$ cat src/rtl/systolic_skew_feeder_if.sv
// Operand stream into the systolic skew feeder: one unskewed A column and
// B row per beat, qualified by a valid/ready handshake and a last marker.
interface systolic_skew_feeder_if #(
    parameter int ARR_SIZE      = 4,
    parameter int HORIZONTAL_BW = 16
);
    logic [ARR_SIZE*HORIZONTAL_BW-1:0] a_vec;
    logic [ARR_SIZE*HORIZONTAL_BW-1:0] b_vec;
    logic                              in_valid;
    logic                              in_last;
    logic                              in_ready;

    modport master (output a_vec, b_vec, in_valid, in_last, input in_ready);
    modport slave  (input a_vec, b_vec, in_valid, in_last, output in_ready);
endinterface

$ cat src/rtl/systolic_skew_feeder.sv
// Skew feeder for an ARR_SIZE x ARR_SIZE systolic MAC array.
// Lane i of each operand bus is delayed by i cycles, so the array sees a
// diagonal wavefront. After the last beat, zeros are flushed until the final
// operand pair reaches the bottom-right PE, and then done pulses.
// Optional: define FEEDER_STALL_CNT_EN to add the stall_cnt port and counter.
//
// state    | meaning
// ---------+---------------------------------------------------------------
// S_IDLE   | waiting for the first beat of a job; zeros are injected
// S_STREAM | accepting beats; each bubble cycle injects a zero wavefront
// S_FLUSH  | injecting zeros while the last wavefront drains diagonally
// S_DONE   | one-cycle done pulse; zeros are injected
module systolic_skew_feeder #(
    parameter int ARR_SIZE      = 4,
    parameter int HORIZONTAL_BW = 16,
    parameter int CNT_W         = 16
) (
    input  logic                              clk,
    input  logic                              rst,
    systolic_skew_feeder_if.slave             feed,
    output logic [ARR_SIZE*HORIZONTAL_BW-1:0] horizontal_out,
    output logic [ARR_SIZE*HORIZONTAL_BW-1:0] vertical_out,
    output logic                              o_mode,
    output logic                              busy,
    output logic                              done,
    output logic [CNT_W-1:0]                  beat_cnt
`ifdef FEEDER_STALL_CNT_EN
    ,
    output logic [31:0]                       stall_cnt
`endif
);

    localparam int BW      = HORIZONTAL_BW;
    localparam int FLUSH_W = $clog2(2 * ARR_SIZE);
    localparam logic [FLUSH_W-1:0] FLUSH_LEN = FLUSH_W'(2 * ARR_SIZE - 2);

    typedef enum logic [1:0] {
        S_IDLE,
        S_STREAM,
        S_FLUSH,
        S_DONE
    } state_t;

    state_t                     state;
    state_t                     state_nxt;
    logic                       in_ready;
    logic                       accept;
    logic [FLUSH_W-1:0]         flush_cnt;
    logic [ARR_SIZE*BW-1:0]     inj_a;
    logic [ARR_SIZE*BW-1:0]     inj_b;

    assign feed.in_ready = in_ready;
    assign accept        = feed.in_valid && in_ready;

    // Only accepted beats enter the skew chain; every other cycle injects zeros.
    assign inj_a = accept ? feed.a_vec : '0;
    assign inj_b = accept ? feed.b_vec : '0;

    // State register.
    always_ff @(posedge clk or negedge rst) begin
        if (!rst) state <= S_IDLE;
        else      state <= state_nxt;
    end

    // Next-state and state-decoded outputs.
    always_comb begin
        state_nxt = state;
        in_ready  = 1'b0;
        o_mode    = 1'b0;
        busy      = 1'b1;
        done      = 1'b0;
        case (state)
            S_IDLE: begin
                in_ready = 1'b1;
                busy     = 1'b0;
                if (feed.in_valid) state_nxt = feed.in_last ? S_FLUSH : S_STREAM;
            end
            S_STREAM: begin
                in_ready = 1'b1;
                o_mode   = 1'b1;
                if (feed.in_valid && feed.in_last) state_nxt = S_FLUSH;
            end
            S_FLUSH: begin
                o_mode = 1'b1;
                if (flush_cnt == FLUSH_W'(1)) state_nxt = S_DONE;
            end
            S_DONE: begin
                done      = 1'b1;
                state_nxt = S_IDLE;
            end
            default: state_nxt = S_IDLE;
        endcase
    end

    // Flush length: the last wavefront needs 2*ARR_SIZE-2 more cycles to reach
    // the bottom-right PE before done can be flagged.
    always_ff @(posedge clk or negedge rst) begin
        if (!rst)
            flush_cnt <= '0;
        else if (state_nxt == S_FLUSH && state != S_FLUSH)
            flush_cnt <= FLUSH_LEN;
        else if (state == S_FLUSH)
            flush_cnt <= flush_cnt - FLUSH_W'(1);
    end

    // Beat counter: restarts at 1 on the first beat of a job and saturates.
    always_ff @(posedge clk or negedge rst) begin
        if (!rst)
            beat_cnt <= '0;
        else if (accept) begin
            if (state == S_IDLE)
                beat_cnt <= CNT_W'(1);
            else if (beat_cnt != '1)
                beat_cnt <= beat_cnt + CNT_W'(1);
        end
    end

`ifdef FEEDER_STALL_CNT_EN
    // Bubble counter: STREAM cycles without an offered beat; wraps freely.
    always_ff @(posedge clk or negedge rst) begin
        if (!rst)
            stall_cnt <= '0;
        else if (accept && state == S_IDLE)
            stall_cnt <= '0;
        else if (state == S_STREAM && !feed.in_valid)
            stall_cnt <= stall_cnt + 32'd1;
    end
`endif

    // Per-lane skew: lane i has i delay stages followed by the output register.
    for (genvar i = 0; i < ARR_SIZE; i++) begin : g_lane
        logic [BW-1:0] h_q;
        logic [BW-1:0] v_q;

        assign horizontal_out[i*BW +: BW] = h_q;
        assign vertical_out[i*BW +: BW]   = v_q;

        if (i == 0) begin : g_direct
            // Lane 0 registers the injected operand directly.
            always_ff @(posedge clk or negedge rst) begin
                if (!rst) begin
                    h_q <= '0;
                    v_q <= '0;
                end else begin
                    h_q <= inj_a[BW-1:0];
                    v_q <= inj_b[BW-1:0];
                end
            end
        end else begin : g_delayed
            logic [BW-1:0] a_dly [i];
            logic [BW-1:0] b_dly [i];

            // Shift the lane through its delay stages, then into the output register.
            always_ff @(posedge clk or negedge rst) begin
                if (!rst) begin
                    for (int s = 0; s < i; s++) begin
                        a_dly[s] <= '0;
                        b_dly[s] <= '0;
                    end
                    h_q <= '0;
                    v_q <= '0;
                end else begin
                    a_dly[0] <= inj_a[i*BW +: BW];
                    b_dly[0] <= inj_b[i*BW +: BW];
                    for (int s = 1; s < i; s++) begin
                        a_dly[s] <= a_dly[s-1];
                        b_dly[s] <= b_dly[s-1];
                    end
                    h_q <= a_dly[i-1];
                    v_q <= b_dly[i-1];
                end
            end
        end
    end

endmodule
$ cat src/flat_wrapper.sv
// flat-port wrapper written by rule: the top's interface ports become plain ports
module systolic_skew_feeder_flat 
#(
    parameter int ARR_SIZE      = 4,
    parameter int HORIZONTAL_BW = 16,
    parameter int CNT_W         = 16
)
  (clk, rst, horizontal_out, vertical_out, o_mode, busy, done, beat_cnt, feed_a_vec, feed_b_vec, feed_in_valid, feed_in_last, feed_in_ready);
  systolic_skew_feeder_if #(.ARR_SIZE(ARR_SIZE), .HORIZONTAL_BW(HORIZONTAL_BW)) feed_i ();
  input  logic clk;
  input  logic rst;
  output logic [ARR_SIZE*HORIZONTAL_BW-1:0] horizontal_out;
  output logic [ARR_SIZE*HORIZONTAL_BW-1:0] vertical_out;
  output logic o_mode;
  output logic busy;
  output logic done;
  output logic [CNT_W-1:0] beat_cnt;
  input wire logic [$bits(feed_i.a_vec)-1:0] feed_a_vec;
  input wire logic [$bits(feed_i.b_vec)-1:0] feed_b_vec;
  input wire logic [$bits(feed_i.in_valid)-1:0] feed_in_valid;
  input wire logic [$bits(feed_i.in_last)-1:0] feed_in_last;
  output wire logic [$bits(feed_i.in_ready)-1:0] feed_in_ready;
  assign feed_i.a_vec = feed_a_vec;
  assign feed_i.b_vec = feed_b_vec;
  assign feed_i.in_valid = feed_in_valid;
  assign feed_i.in_last = feed_in_last;
  assign feed_in_ready = feed_i.in_ready;
  systolic_skew_feeder #(.ARR_SIZE(ARR_SIZE), .HORIZONTAL_BW(HORIZONTAL_BW), .CNT_W(CNT_W)) u_core (.clk(clk), .rst(rst), .feed(feed_i), .horizontal_out(horizontal_out), .vertical_out(vertical_out), .o_mode(o_mode), .busy(busy), .done(done), .beat_cnt(beat_cnt));
endmodule
$ cat config.mk
export PLATFORM = sky130hd
export DESIGN_NAME = systolic_skew_feeder_flat
export DESIGN_NICKNAME = d
export VERILOG_FILES = /design/src/rtl/systolic_skew_feeder_if.sv /design/src/rtl/systolic_skew_feeder.sv /design/src/flat_wrapper.sv
export SDC_FILE = /design/constraint.sdc
export NUM_CORES = 1
export LEC_CHECK = 0
export ABC_AREA = 1
export BUFFER_PORTS_ARGS = -buffer_cell sky130_fd_sc_hd__buf_4
export CORE_MARGIN = 2
export CORE_UTILIZATION = 55
export CTS_CLUSTER_SIZE = 12
export DETAILED_ROUTE_END_ITERATION = 16
export GPL_TIMING_DRIVEN = 1
export PLACE_DENSITY = 0.83
export SYNTH_ARGS = -nofsm -noshare
export SYNTH_HDL_FRONTEND = slang
export SYNTH_SLANG_ARGS = --single-unit
$ cat constraint.sdc
create_clock -name clk -period 3.4 [get_ports clk]
set_input_delay 0.85 -clock clk [delete_from_list [all_inputs] [get_ports clk]]
set_output_delay 0.85 -clock clk [all_outputs]
set_load 0.02 [all_outputs]
* Word-level counts from Yosys, hierarchy flattened
Index checks and enable logic that the tools add are counted.
W data, S select, Z words.
** Word-level totals
- Register bits after elaboration :: 341
- Input bits :: 132
- Output and inout bits :: 148
- Logic and storage cells :: 56
** Operators by class
- Add/sub/neg operators :: 2
- Equality and inequality tests :: 7
- Multiplexer cells :: 15
- Reduce and logical (&&, ||, !) cells :: 9
** Operators with widths (number)
- $mux W64 :: 2
- $mux W16 :: 2
- $add A16 B1 Y16 const B :: 1
- $ne A16 B16 Y1 const B :: 1
- $mux W2 :: 4
- $pmux W2 S4 :: 1
- $eq A2 B2 Y1 const B :: 3
- $mux W3 :: 2
- $mux W1 :: 4
- $reduce_bool A2 Y1 :: 2
- $reduce_or A2 Y1 :: 2
- $eq A3 B1 Y1 const B :: 1
- $logic_and A1 B1 Y1 :: 3
- $sub A3 B1 Y3 const B :: 1
- $eq A2 B1 Y1 const B :: 1
- $logic_not A2 Y1 :: 1
- $ne A2 B2 Y1 const B :: 1
- $reduce_and A2 Y1 :: 1

* Depth between registers and ports, before layout
- Word-level depth :: 6
- Depth in mapped cells :: 10
- Gate-level depth less buffers :: 10

* Least setup slack after synthesis
No wires, ideal clock.
- Kind :: reg-to-output
- Start point :: register u_core.state[0]
- End point :: output busy
- Data arrival time :: 1204 ps
- Required time :: 2550 ps
- Setup slack :: 1346 ps
- Cell stages (with the launch flop) :: 5
- Buffers on the path :: 1
- Cell sequence :: dfrtp_1 -> inv_1 -> ha_1 -> inv_1 -> clkbuf_1
** Between the ends
- Word-level cells in the longest chain between the ends :: 2
** Ends and longest elaborated chain
- start, declared :: RTL line systolic_skew_feeder.sv:44 : state_t state;
- start signal, assigned :: RTL line systolic_skew_feeder.sv:62 : else state <= state_nxt;
- $logic_not A2 Y1 :: RTL line systolic_skew_feeder.sv:72 : case (state)
- $mux W1 :: RTL line systolic_skew_feeder.sv:72
- end, declared :: RTL line flat_wrapper.sv:15 : output logic busy;
Every way passes these cells.

* Final worst setup path
Ends and elaborated chain as after synthesis.

==> metrics <==
final hold vios=0; DR iter-0 viols=around 280; most frequent CP cell=inv_1; number of remaining DRC errors=0; Syn Area/Cell=13.4 um^2; max-cap violation count=0; wire length on met1=8.58 mm; vias in the first global route=~6,500; FP Rows=50; Via density=4.64; GR Util All Layers=between 20 and 25%; CP Capture Point=busy; crit path launch type=register; first-pass GRT wire length=33.8 mm; share of layout cells above drive strength 1=31.9%; worst endpoint required time=2550 ps; CP max stage delay=430 ps; Port Buffers=~280; CTS tree=yes; unique cell type count in the Yosys netlist=26; slew at the pin with the worst max-slew slack=a little over 600 ps; Die H=142 um; Gate Count Post-Synth=787; htree depth=2; RePlAce Congestion=0.863; Seq/Total Area, Yosys=81.1%; drt wl/cell=approximately 16 um; CTS resizes=0; r2r setup slk=970 ps; Synth warnings=0; Post-DP HPWL=around 14 mm; critical setup path kind=register to output port; Slew Limit Headroom=58.8%; Max IR drop VDD=0.473 mV; Worst Path Buf+Inv=3; antenna-violating nets left=0; area grow syn2layout=32.9%; delay-heaviest family, CP=buffers and inverters; Levels on crit path=4; Mapped Nets=927; Antenna Cells=0; clock buffer depth=3; fillcell total=around 1,100; wire length on met2=11.1 mm; CTS root buf=clkbuf_16; critical-path maximum fanout=13; Clock Pin Slew Worst Setup and Hold Paths=60 ps; fin crit period=2920 ps; post-synthesis register bit count=341; crit-path cells=inv_1 > ha_1 > inv_1 > buf_4; routed vias=6,210; gr ovfl total=0; cell area after synthesis=roughly 11,000 um^2; cell leakage power=0.00792 uW; Worst setup EP type=output port; Fmax=342 MHz; Slowest-stage cell, CP=ha_1; Layout Nets=approximately 1,200; final period utilization=85.9%; largest net degree at the start of global routing=86; DRT Pass-1 Iters=4; CORE AREA=roughly 19,000 um^2; io pins=280; RR Startpoint=u_core.state[0]; critical path arrival=roughly 2100 ps; initial core utilization=56.1%; Slew Viols, Final=0; Die ar.=20,300 um^2; Setup violations, final=0; Setup crit start=u_core.state[0]; unrepaired setup endpoints after global routing=no; skew final=about 19 ps; status=complete, no violations; Placed Instances=1,290; Power Dens Cells=765 nW/um^2; cts bufs inserted=35; hold-fix buffers at CTS=0; initial antenna violation count=0; reg2reg path depth=7; total setup buffers inserted after CTS=0; Worst R2R End=u_core.g_lane[0].h_q[12]; Die W=142 um; met3 wire len=1.68 mm; final setup TNS=0 ps; Layout Cells excl Fill=1,337; drt total wl=22.0 mm; Util after Layout=~75%; worst hold-check path type=input port to asynchronous set/reset pin; highest routing layer actually used=met4; worst-skew pair later-pin latency=510 ps; clock sinks=341; Total Power=10,700 uW
flip-flops by register name, summed over array words and instances (netlist names):
register and count:
u_core.beat_cnt 16, u_core.flush_cnt 3, u_core.g_lane.g_delayed.a_dly 96, u_core.g_lane.g_delayed.b_dly 96
u_core.g_lane.h_q 64, u_core.state 2, u_core.g_lane.v_q 64
routing by layer:
metal  vias up  GRT usage [%]
li1       2885              -
met4         0           7.61
met1      3034           27.6
met2       242           36.8
met3        49           6.43
met5         -              0
kinds of logic (layout without fill, tap and decap cells):
group / Yosys count / after routing / synth area share, %
and+or+nand+nor: 246 / 246 / 9.63
AOI/OAI and AO/OA: 20 / 20 / 1.43
buffers and inverters: 165 / 481 / 6.31
DFF: 341 / 341 / 81.1
xor gates and xnor gates: 7 / 7 / 0.583
adders and majority gates: 8 / 8 / 0.951
cells in the final DEF (no fill, tap or decap), drive strengths merged:
master and n:
a21oi 1, buf 287, bufinv 2, clkbuf 43
clkinv 1, dfrtp 341, ha 8, inv 148
nand2 67, nand3 16, nand4 5, nor2 156
nor3 1, o211ai 1, o21ai 14, o21bai 4
or2 1, xnor2 1, xor2 6
synthesized netlist by cell type:
library cell | number | area, um^2
xnor2_1 | 1 | 8.76
nand3_1 | 15 | 75.1
inv_2 | 2 | 7.51
buf_8 | 1 | 15.0
o211ai_1 | 1 | 7.51
nor2_1 | 153 | 574
a21oi_1 | 1 | 5.00
nor2_4 | 2 | 22.5
dfrtp_1 | 341 | 8530
or2_2 | 1 | 6.26
o21ai_2 | 10 | 87.6
o21ai_0 | 4 | 20.0
nor3_2 | 1 | 10.0
nor2_2 | 1 | 6.26
buf_2 | 14 | 70.1
xor2_1 | 6 | 52.6
o21bai_1 | 4 | 30.0
ha_1 | 8 | 100
nand2_8 | 1 | 20.0
clkbuf_1 | 2 | 7.51
nand3_4 | 1 | 17.5
nand2_2 | 1 | 6.26
nand2_1 | 65 | 244
buf_12 | 1 | 20.0
nand4_1 | 5 | 31.3
inv_1 | 145 | 544
layout make-up:
| class | count | area (um^2) | share of cell area (%) |
|---|---|---|---|
| Clock buffer | 43 | 967 | 6.92 |
| Clock inverter | 4 | 85.1 | 0.608 |
| Inverter | 147 | 554 | 3.96 |
| Multi-Input combinational cell | 281 | 1330 | 9.48 |
| Sequential cell | 341 | 8530 | 61.0 |
| Tap cell | 234 | 293 | 2.09 |
| Timing Repair Buffer | 287 | 2220 | 15.9 |
per-stage QoR:
stage          area [um^2]  hold WS [ps]  worst slack, ps
2_1_floorplan        10500           331             1350
3_3_place_gp         12900           331             1120
3_5_place_dp         12900           335             1020
4_1_cts              14000           336              470
5_1_grt              14000           342              332
6_report             14000           330              478
worst min-delay path by stage:
stage	to	depth (start not counted)	start
global placement	u_core.g_lane[1].v_q[14]	0	u_core.g_lane[1].g_delayed.b_dly[14]
CTS	u_core.g_lane[1].h_q[1]	0	u_core.g_lane[1].g_delayed.a_dly[1]
floorplan	u_core.g_lane[1].h_q[0]	0	u_core.g_lane[1].g_delayed.a_dly[0]
detailed placement	u_core.g_lane[2].g_delayed.a_dly[1]	0	u_core.g_lane[2].g_delayed.a_dly[17]
global route	u_core.g_lane[1].h_q[1]	0	u_core.g_lane[1].g_delayed.a_dly[1]
finish	u_core.g_lane[1].g_delayed.b_dly[10]	1	rst
report_power, final:
| group | internal [uW] | total (uW) | switching (uW) | leakage (uW) |
|---|---|---|---|---|
| Combinational | 737 | 2030 | 1290 | 0.00280 |
| Clock | 2140 | 3550 | 1410 | 0.000516 |
| Sequential | 4840 | 5120 | 274 | 0.00460 |
| Total | 7720 | 10700 | 2970 | 0.00792 |
(Power assumes the default switching activity.)
